--- config.mk ---
export PLATFORM = sky130hd
export DESIGN_NAME = rf_write_arbiter
export DESIGN_NICKNAME = d
export VERILOG_FILES = /design/src/rtl/rf_write_arbiter.sv
export SDC_FILE = /design/constraint.sdc
export NUM_CORES = 1
export LEC_CHECK = 0
export CORE_MARGIN = 2
export CORE_UTILIZATION = 55
export DETAILED_ROUTE_END_ITERATION = 7
export DONT_BUFFER_PORTS = 1
export GPL_TIMING_DRIVEN = 0
export PLACE_DENSITY = 0.83
export SYNTH_ARGS = -nofsm -noshare
export SYNTH_HDL_FRONTEND = slang
export SYNTH_SLANG_ARGS = --single-unit
--- constraint.sdc ---
create_clock -name clock -period 1.9 [get_ports clock]
set_clock_uncertainty 0.2 [all_clocks]
set_input_delay 0.285 -clock clock [delete_from_list [all_inputs] [get_ports clock]]
set_output_delay 0.285 -clock clock [all_outputs]
set_load 0.01 [all_outputs]
--- src/rtl/rf_write_arbiter.sv ---
// Round-robin arbiter that shares the single register-file write port among
// NUM_REQ writeback sources; one registered write per cycle, index 0 suppressed.
`timescale 1ns/1ps

module rf_write_arbiter #(
  parameter int NUM_REQ = 2,
  parameter int ADDR_W  = 5,
  parameter int DATA_W  = 32
) (
  input  logic                      clock,
  input  logic                      reset_n,
  input  logic [NUM_REQ-1:0]        req_valid,
  input  logic [NUM_REQ*ADDR_W-1:0] req_addr,
  input  logic [NUM_REQ*DATA_W-1:0] req_data,
  output logic [NUM_REQ-1:0]        req_ready,
  output logic                      rf_write_enabled,
  output logic [ADDR_W-1:0]         rf_write_addr,
  output logic [DATA_W-1:0]         rf_write_data,
  output logic [1:0]                last_grant,
  output logic [15:0]               conflict_count
);

  logic [1:0]         ptr;
  logic [1:0]         next_ptr;
  logic [NUM_REQ-1:0] grant_oh;
  logic [1:0]         grant_idx;
  logic               grant_found;
  logic [ADDR_W-1:0]  sel_addr;
  logic [DATA_W-1:0]  sel_data;
  logic               conflict;

  // Search starts at ptr and wraps; only req_valid and ptr steer the grant.
  // NOTE: every always_comb output gets a default first so no path can infer a latch.
  always_comb begin
    grant_oh    = '0;
    grant_idx   = '0;
    grant_found = 1'b0;
    for (int k = 0; k < NUM_REQ; k++) begin
      for (int i = 0; i < NUM_REQ; i++) begin
        if (!grant_found && req_valid[i] &&
            ((int'(ptr) + k == i) || (int'(ptr) + k == i + NUM_REQ))) begin
          grant_found = 1'b1;
          grant_idx   = 2'(i);
          grant_oh[i] = 1'b1;
        end
      end
    end
  end

  always_comb begin
    sel_addr = '0;
    sel_data = '0;
    for (int i = 0; i < NUM_REQ; i++) begin
      if (grant_oh[i]) begin
        sel_addr = req_addr[i*ADDR_W +: ADDR_W];
        sel_data = req_data[i*DATA_W +: DATA_W];
      end
    end
  end

  assign next_ptr  = (grant_idx == 2'(NUM_REQ - 1)) ? 2'd0 : grant_idx + 2'd1;
  assign conflict  = ($countones(req_valid) >= 2);
  assign req_ready = grant_oh;

  // A grant is only issued to a valid requester, so grant_found is the transfer.
  // NOTE: state registers use non-blocking assignments so every flop samples pre-edge values.
  always_ff @(posedge clock or negedge reset_n) begin
    if (!reset_n) begin
      ptr              <= '0;
      last_grant       <= '0;
      rf_write_enabled <= 1'b0;
      rf_write_addr    <= '0;
      rf_write_data    <= '0;
    end else begin
      rf_write_enabled <= 1'b0;
      if (grant_found) begin
        ptr              <= next_ptr;
        last_grant       <= grant_idx;
        rf_write_addr    <= sel_addr;
        rf_write_data    <= sel_data;
        rf_write_enabled <= (sel_addr != '0);
      end
    end
  end

  always_ff @(posedge clock or negedge reset_n) begin
    if (!reset_n) begin
      conflict_count <= '0;
    end else if (conflict && (conflict_count != 16'hFFFF)) begin
      conflict_count <= conflict_count + 16'd1;
    end
  end

endmodule

==> impl_metrics.ini <==
[finish]
mostFrequentLayoutCells = dfrtp_1 (50), dlygate4sd3_1 (48), nor2_1 (39)
antennaDiodeCount = 0
layout-drive-gt1-share_pct = 10.6
num-nets-final = 464
mostFrequentLayoutCell = dfrtp_1
area_growth_pct = 26.7

[floorplan]
initial_utilization_pct = 56.9
coreArea_sq_mm = 0.00507
io_pins = 136
die_width_microns = 76.4
die_h_microns = 76.4
die-area_sq_mm = 0.00584
rows = 26

[sta]
timing.hold.ws_ns = 0.00472
finalCritPeriodShare_pct = 98.9
relSlewSlack_pct = 62.2
drv_slew = 0
min_period_ns = 1.88
tns_ns = 0
finalSetupViolCount = 0
finalHoldViolations = 0
tightest_slew_ns = 0.567
max_freq_mhz = 532

[clock_network]
clk_pin_slew_ns = 0.10
clk_latency_ns = 0.31
cts_tree = done
numCtsBuffers = 5
cts_max_path_buffers = 2
clock_tree.root_cell = clkbuf_8
htreeDepth = 2
cts.sinks = 56

[synth]
synth-edff-count = 0
syn_nets = 405
synth-compound-area-share_pct = 22.8
synth_top_flop_cell = dfrtp_1
synth.area.mux_share_pct = 2.25
syn-instance-count = 326
synth_top_family_by_area = compound AO/OA/AOI/OAI gates
synth_area_sq_mm = 0.00289
synth-seq-cells = 56
synth.distinct_cells = 32
synth_fa_ha_area_share_pct = 0.434
synthXorXnorAreaFrac_pct = 4.25
async_flop_share_pct = 100
synth-simple-area-share_pct = 13.4
ys_seq_area_share_pct = 48.6
yosysWarnings = 0
synth_area_per_cell_sq_um = 8.85

[grt]
grt_usage_pct = 30.4
grt_pass1_vias = 2826
grt_max_degree = 57
grt_pass1_wl_microns = 14300
antenna_found_initial = 0
globalRouteOverflowTotal = 0

[drt]
dr.pass1.iters = 4
wl_per_cell_microns = 19.1
vias_per_cell = 6.19
drcViolationCount = 0
vias = 2822
totalWireLength_microns = 8730
ant_nets = 0
drt_iter0_drc = 297

[critical_path]
crit_path_start_kind = register
critPathKind = reg -> reg
worst_path_max_delay_cell = dfrtp_1
reg2reg_from = conflict_count[6]
rrSetupSlack_ns = 0.02
regToRegEndpoint = conflict_count[13]
end_kind = register
worst-path-stages = 5
path_cells = and3_1 > nand4_1 > buf_4 > nor3_1 > xor2_1
crit_buf_inv = 1
cp_max_fo = 6
cp.arrival_ns = 1.91
critical-path-top-delay-family = simple AND/OR/NAND/NOR gates
worstPathRequired_ns = 1.93
r2r_cells = 5
cpPeakStageDelay_ns = 0.51

[placed_design]
dpl.hpwl_microns = 5330
globalplace.congestion = 0.847
portBuffers = 0

[power]
cellPowerDensity_mw_per_mm2 = 825
power.total_w = 0.00301
ir_drop_mv = 0.528
p_leak_nw = 1.68

[worst_hold_path]
worstHoldPathCells = 2
whs_endpoint = rf_write_data[30]
min_from = req_data[30]
hold_path.class = in -> reg

[status]
status = completed

[run]
drv_cap = 0
cell usage after synthesis (6+ instances only):
master	number	area share (%)
nand2_1	16	2.1
buf_2	6	1.0
nor2_1	39	5.1
o22ai_1	33	7.2
inv_1	35	4.6
dfrtp_1	56	49
nor3_1	7	1.2
clkbuf_1	16	2.1
a31oi_1	33	7.2
a21oi_1	32	5.6
xor2_1	14	4.2
power by group:
group	switching [W]	internal [W]	leakage, nW
combinational	0.000349	0.000311	0.966
sequential	0.000300	0.00138	0.659
clock	0.000385	0.000292	0.0510
layout make-up:
class                   instances  area [sq um]
fillers                       376          1420
flip-flops and latches         56          1410
multi-input cells             210          1280
repair buffers                 53           538
inverters                      35           131
plain buffers                  24           115
well taps                      70          87.6
clock buffers                   6          82.6
clock inverters                 2          10.0
worst max-delay path by stage:
| stage | from | end |
|---|---|---|
| finish | conflict_count[6] | conflict_count[13] |
| global route | conflict_count[4] | conflict_count[13] |
| CTS | ptr[0] | req_ready[0] |
| detailed placement | conflict_count[1] | conflict_count[1] |
| global placement | conflict_count[1] | conflict_count[1] |
| floorplan | conflict_count[1] | conflict_count[1] |
cells by family after synthesis:
| family | after synthesis |
|---|---|
| AO/OA/AOI/OAI | 107 |
| XOR/XNOR | 14 |
| adder cells (fa/ha/maj) | 1 |
| buffers and inverters | 60 |
| flip-flops | 56 |
| multiplexers | 6 |
| other | 1 |
| AND/OR/NAND/NOR | 81 |
routing by layer:
metal	up-vias	routed length (microns)	GRT usage [%]
met4	0	229	11.5
met2	165	4340	50.9
met5	-	0	0
met3	25	729	7.82
met1	1366	3430	38.1
li1	1266	-	-
repair_timing:
| item | 4_1_cts | 5_1_grt |
|---|---|---|
| setup endpoints to repair | 22 | 28 |
| setup buffers | 2 | 2 |
| hold buffers | 49 | 0 |
| endpoints found under the hold margin | 94 | 0 |
| pin swaps | 1 | 3 |
| gates resized for setup | 13 | 8 |
sequential cells by signal (all words and copies together), names as in the netlist:
| register | cells |
|---|---|
| rf_write_data | 32 |
| last_grant | 1 |
| ptr | 1 |
| conflict_count | 16 |
| rf_write_enabled | 1 |
| rf_write_addr | 5 |
through the flow:
stage / utilization [%] / area (sq um) / cells / setup slack [ns]
floorplan: - / 2890 / 326 / 0.0245
global placement: 58.6 / 2970 / 396 / -0.197
detailed placement: 58.6 / 2970 / 396 / -0.231
CTS: 71.5 / 3630 / 454 / 0.0138
global route: 72.0 / 3650 / 456 / -0.103
finish: 72.0 / 3650 / 456 / 0.0211
(Power assumes the default switching activity.)
==> RTL change (same settings) <==
Reset style: synchronous (`reset_n`), changed in 2 clocked blocks.
--- a/src/rtl/rf_write_arbiter.sv
+++ b/src/rtl/rf_write_arbiter.sv
@@ -66,3 +66,3 @@
   // NOTE: state registers use non-blocking assignments so every flop samples pre-edge values.
-  always_ff @(posedge clock or negedge reset_n) begin
+  always_ff @(posedge clock) begin
     if (!reset_n) begin
@@ -85,3 +85,3 @@
 
-  always_ff @(posedge clock or negedge reset_n) begin
+  always_ff @(posedge clock) begin
     if (!reset_n) begin
Formal check against the unedited RTL: differs if reset_n is asserted again (counterexample within 4 cycles, from zero or initial values and one cycle with reset_n low); with reset_n held inactive, the same outputs for 10 cycles.
==> RTL change against the original RTL <==
The run now ends with hold timing left; first-iteration DRC count is 11% lower; design area down 1.5%; power fell by 21%; routed wire length grew 8.1%; via count increased by 7.4%; area after synthesis decreased by 9.2%; setup slack gained 0.032 ns; sequential cell count did not move; critical endpoint is now conflict_count[10]$_SDFFE_PN0P_; largest power group unchanged.
==> RTL change: results (changes against the original RTL) <==
outcome:
  status: "finished with violations"
  violations: "hold timing"
worst_hold_path:
  min_to: "rf_write_addr[3]$_SDFFE_PN0P_"
timing:
  hold_slack_ns: -0.0002242  # -0.004944 ns
  hold_violations: 1  # +1
  post-route-period-util: 0.9719  # -0.01700
critical_path:
  r2r_end: "conflict_count[10]$_SDFFE_PN0P_"
  r2r_setup_slack_ns: 0.05  # +0.03 ns
  crit_start: "conflict_count[0]$_SDFFE_PN0P_"
power_and_ir_drop:
  fin_total_pwr_mw: 2.395  # -21%
  cellLeakagePower_nw: 1.320  # -21%
  vdd_drop_max_mv: 0.4778  # -9.6%
synth:
  ys_top_cells_by_area: "dfxtp_1 43%, nor3b_1 9.2%, o21ai_0 7.3%, nor3_1 6.7%, nor2_1 6.0%"
  synth_cell_types: 46  # +44%
  ys_top_cells_by_count: "56 x dfxtp_1, 42 x nor2_1, 38 x o21ai_0"
cells_and_area:
  area_growth_pct: 37.41
  inverters: 5  # -86%
  buffers: 97  # +26%
  nets: 486  # +4.7%
  clk_share: 0.02434  # -0.0009944
placed_design:
  dp_slack_ns: -0.1269  # +0.1037 ns
  globalplace.congestion: 0.8034  # -5.1%
routing:
  drt_first_iter_violations: 263  # -11%
  via_count: 3030  # +7.4%
  routedLengthMet1_microns: 3192  # -6.8%
global_route:
  met1_usage: 0.3668  # -0.01387
  grtUsageMet2: 0.5836  # +0.07473
  grt_first_pass_wirelength_microns: 14050  # -2.1%
  met3_usage: 0.1077  # +0.02954
[RTL change: changes by cell type after synthesis, sizes merged, moves of 5 or more]
cell / unedited run / this run
nand2b: 0 / 6
nor3: 7 / 36
xor2: 14 / 0
a21oi: 32 / 12
buf: 9 / 4
o221a: 5 / 0
a31oi: 33 / 1
dfrtp: 56 / 0
dfxtp: 0 / 56
inv: 35 / 5
nor3b: 0 / 32
o22ai: 33 / 0
o21ai: 1 / 38
nand2: 16 / 22
[RTL change: cells by family after synthesis]
family | count (synthesis) | share of synthesized area
AO/OA/AOI/OAI | 69 | 0.1524
other | 1 | 0.001432
adder cells (fa/ha/maj) | 1 | 0.004777
buffers and inverters | 28 | 0.04394
multiplexers | 6 | 0.02293
flip-flops | 56 | 0.4281
AND/OR/NAND/NOR | 165 | 0.3464
[RTL change: what timing repair did]
item,CTS,global route
setup buffers,0,4
setup endpoints to repair,6,33
pin swaps,0,2
hold buffers,69,1
resized for setup,14,21
hold endpoints to repair,39,1
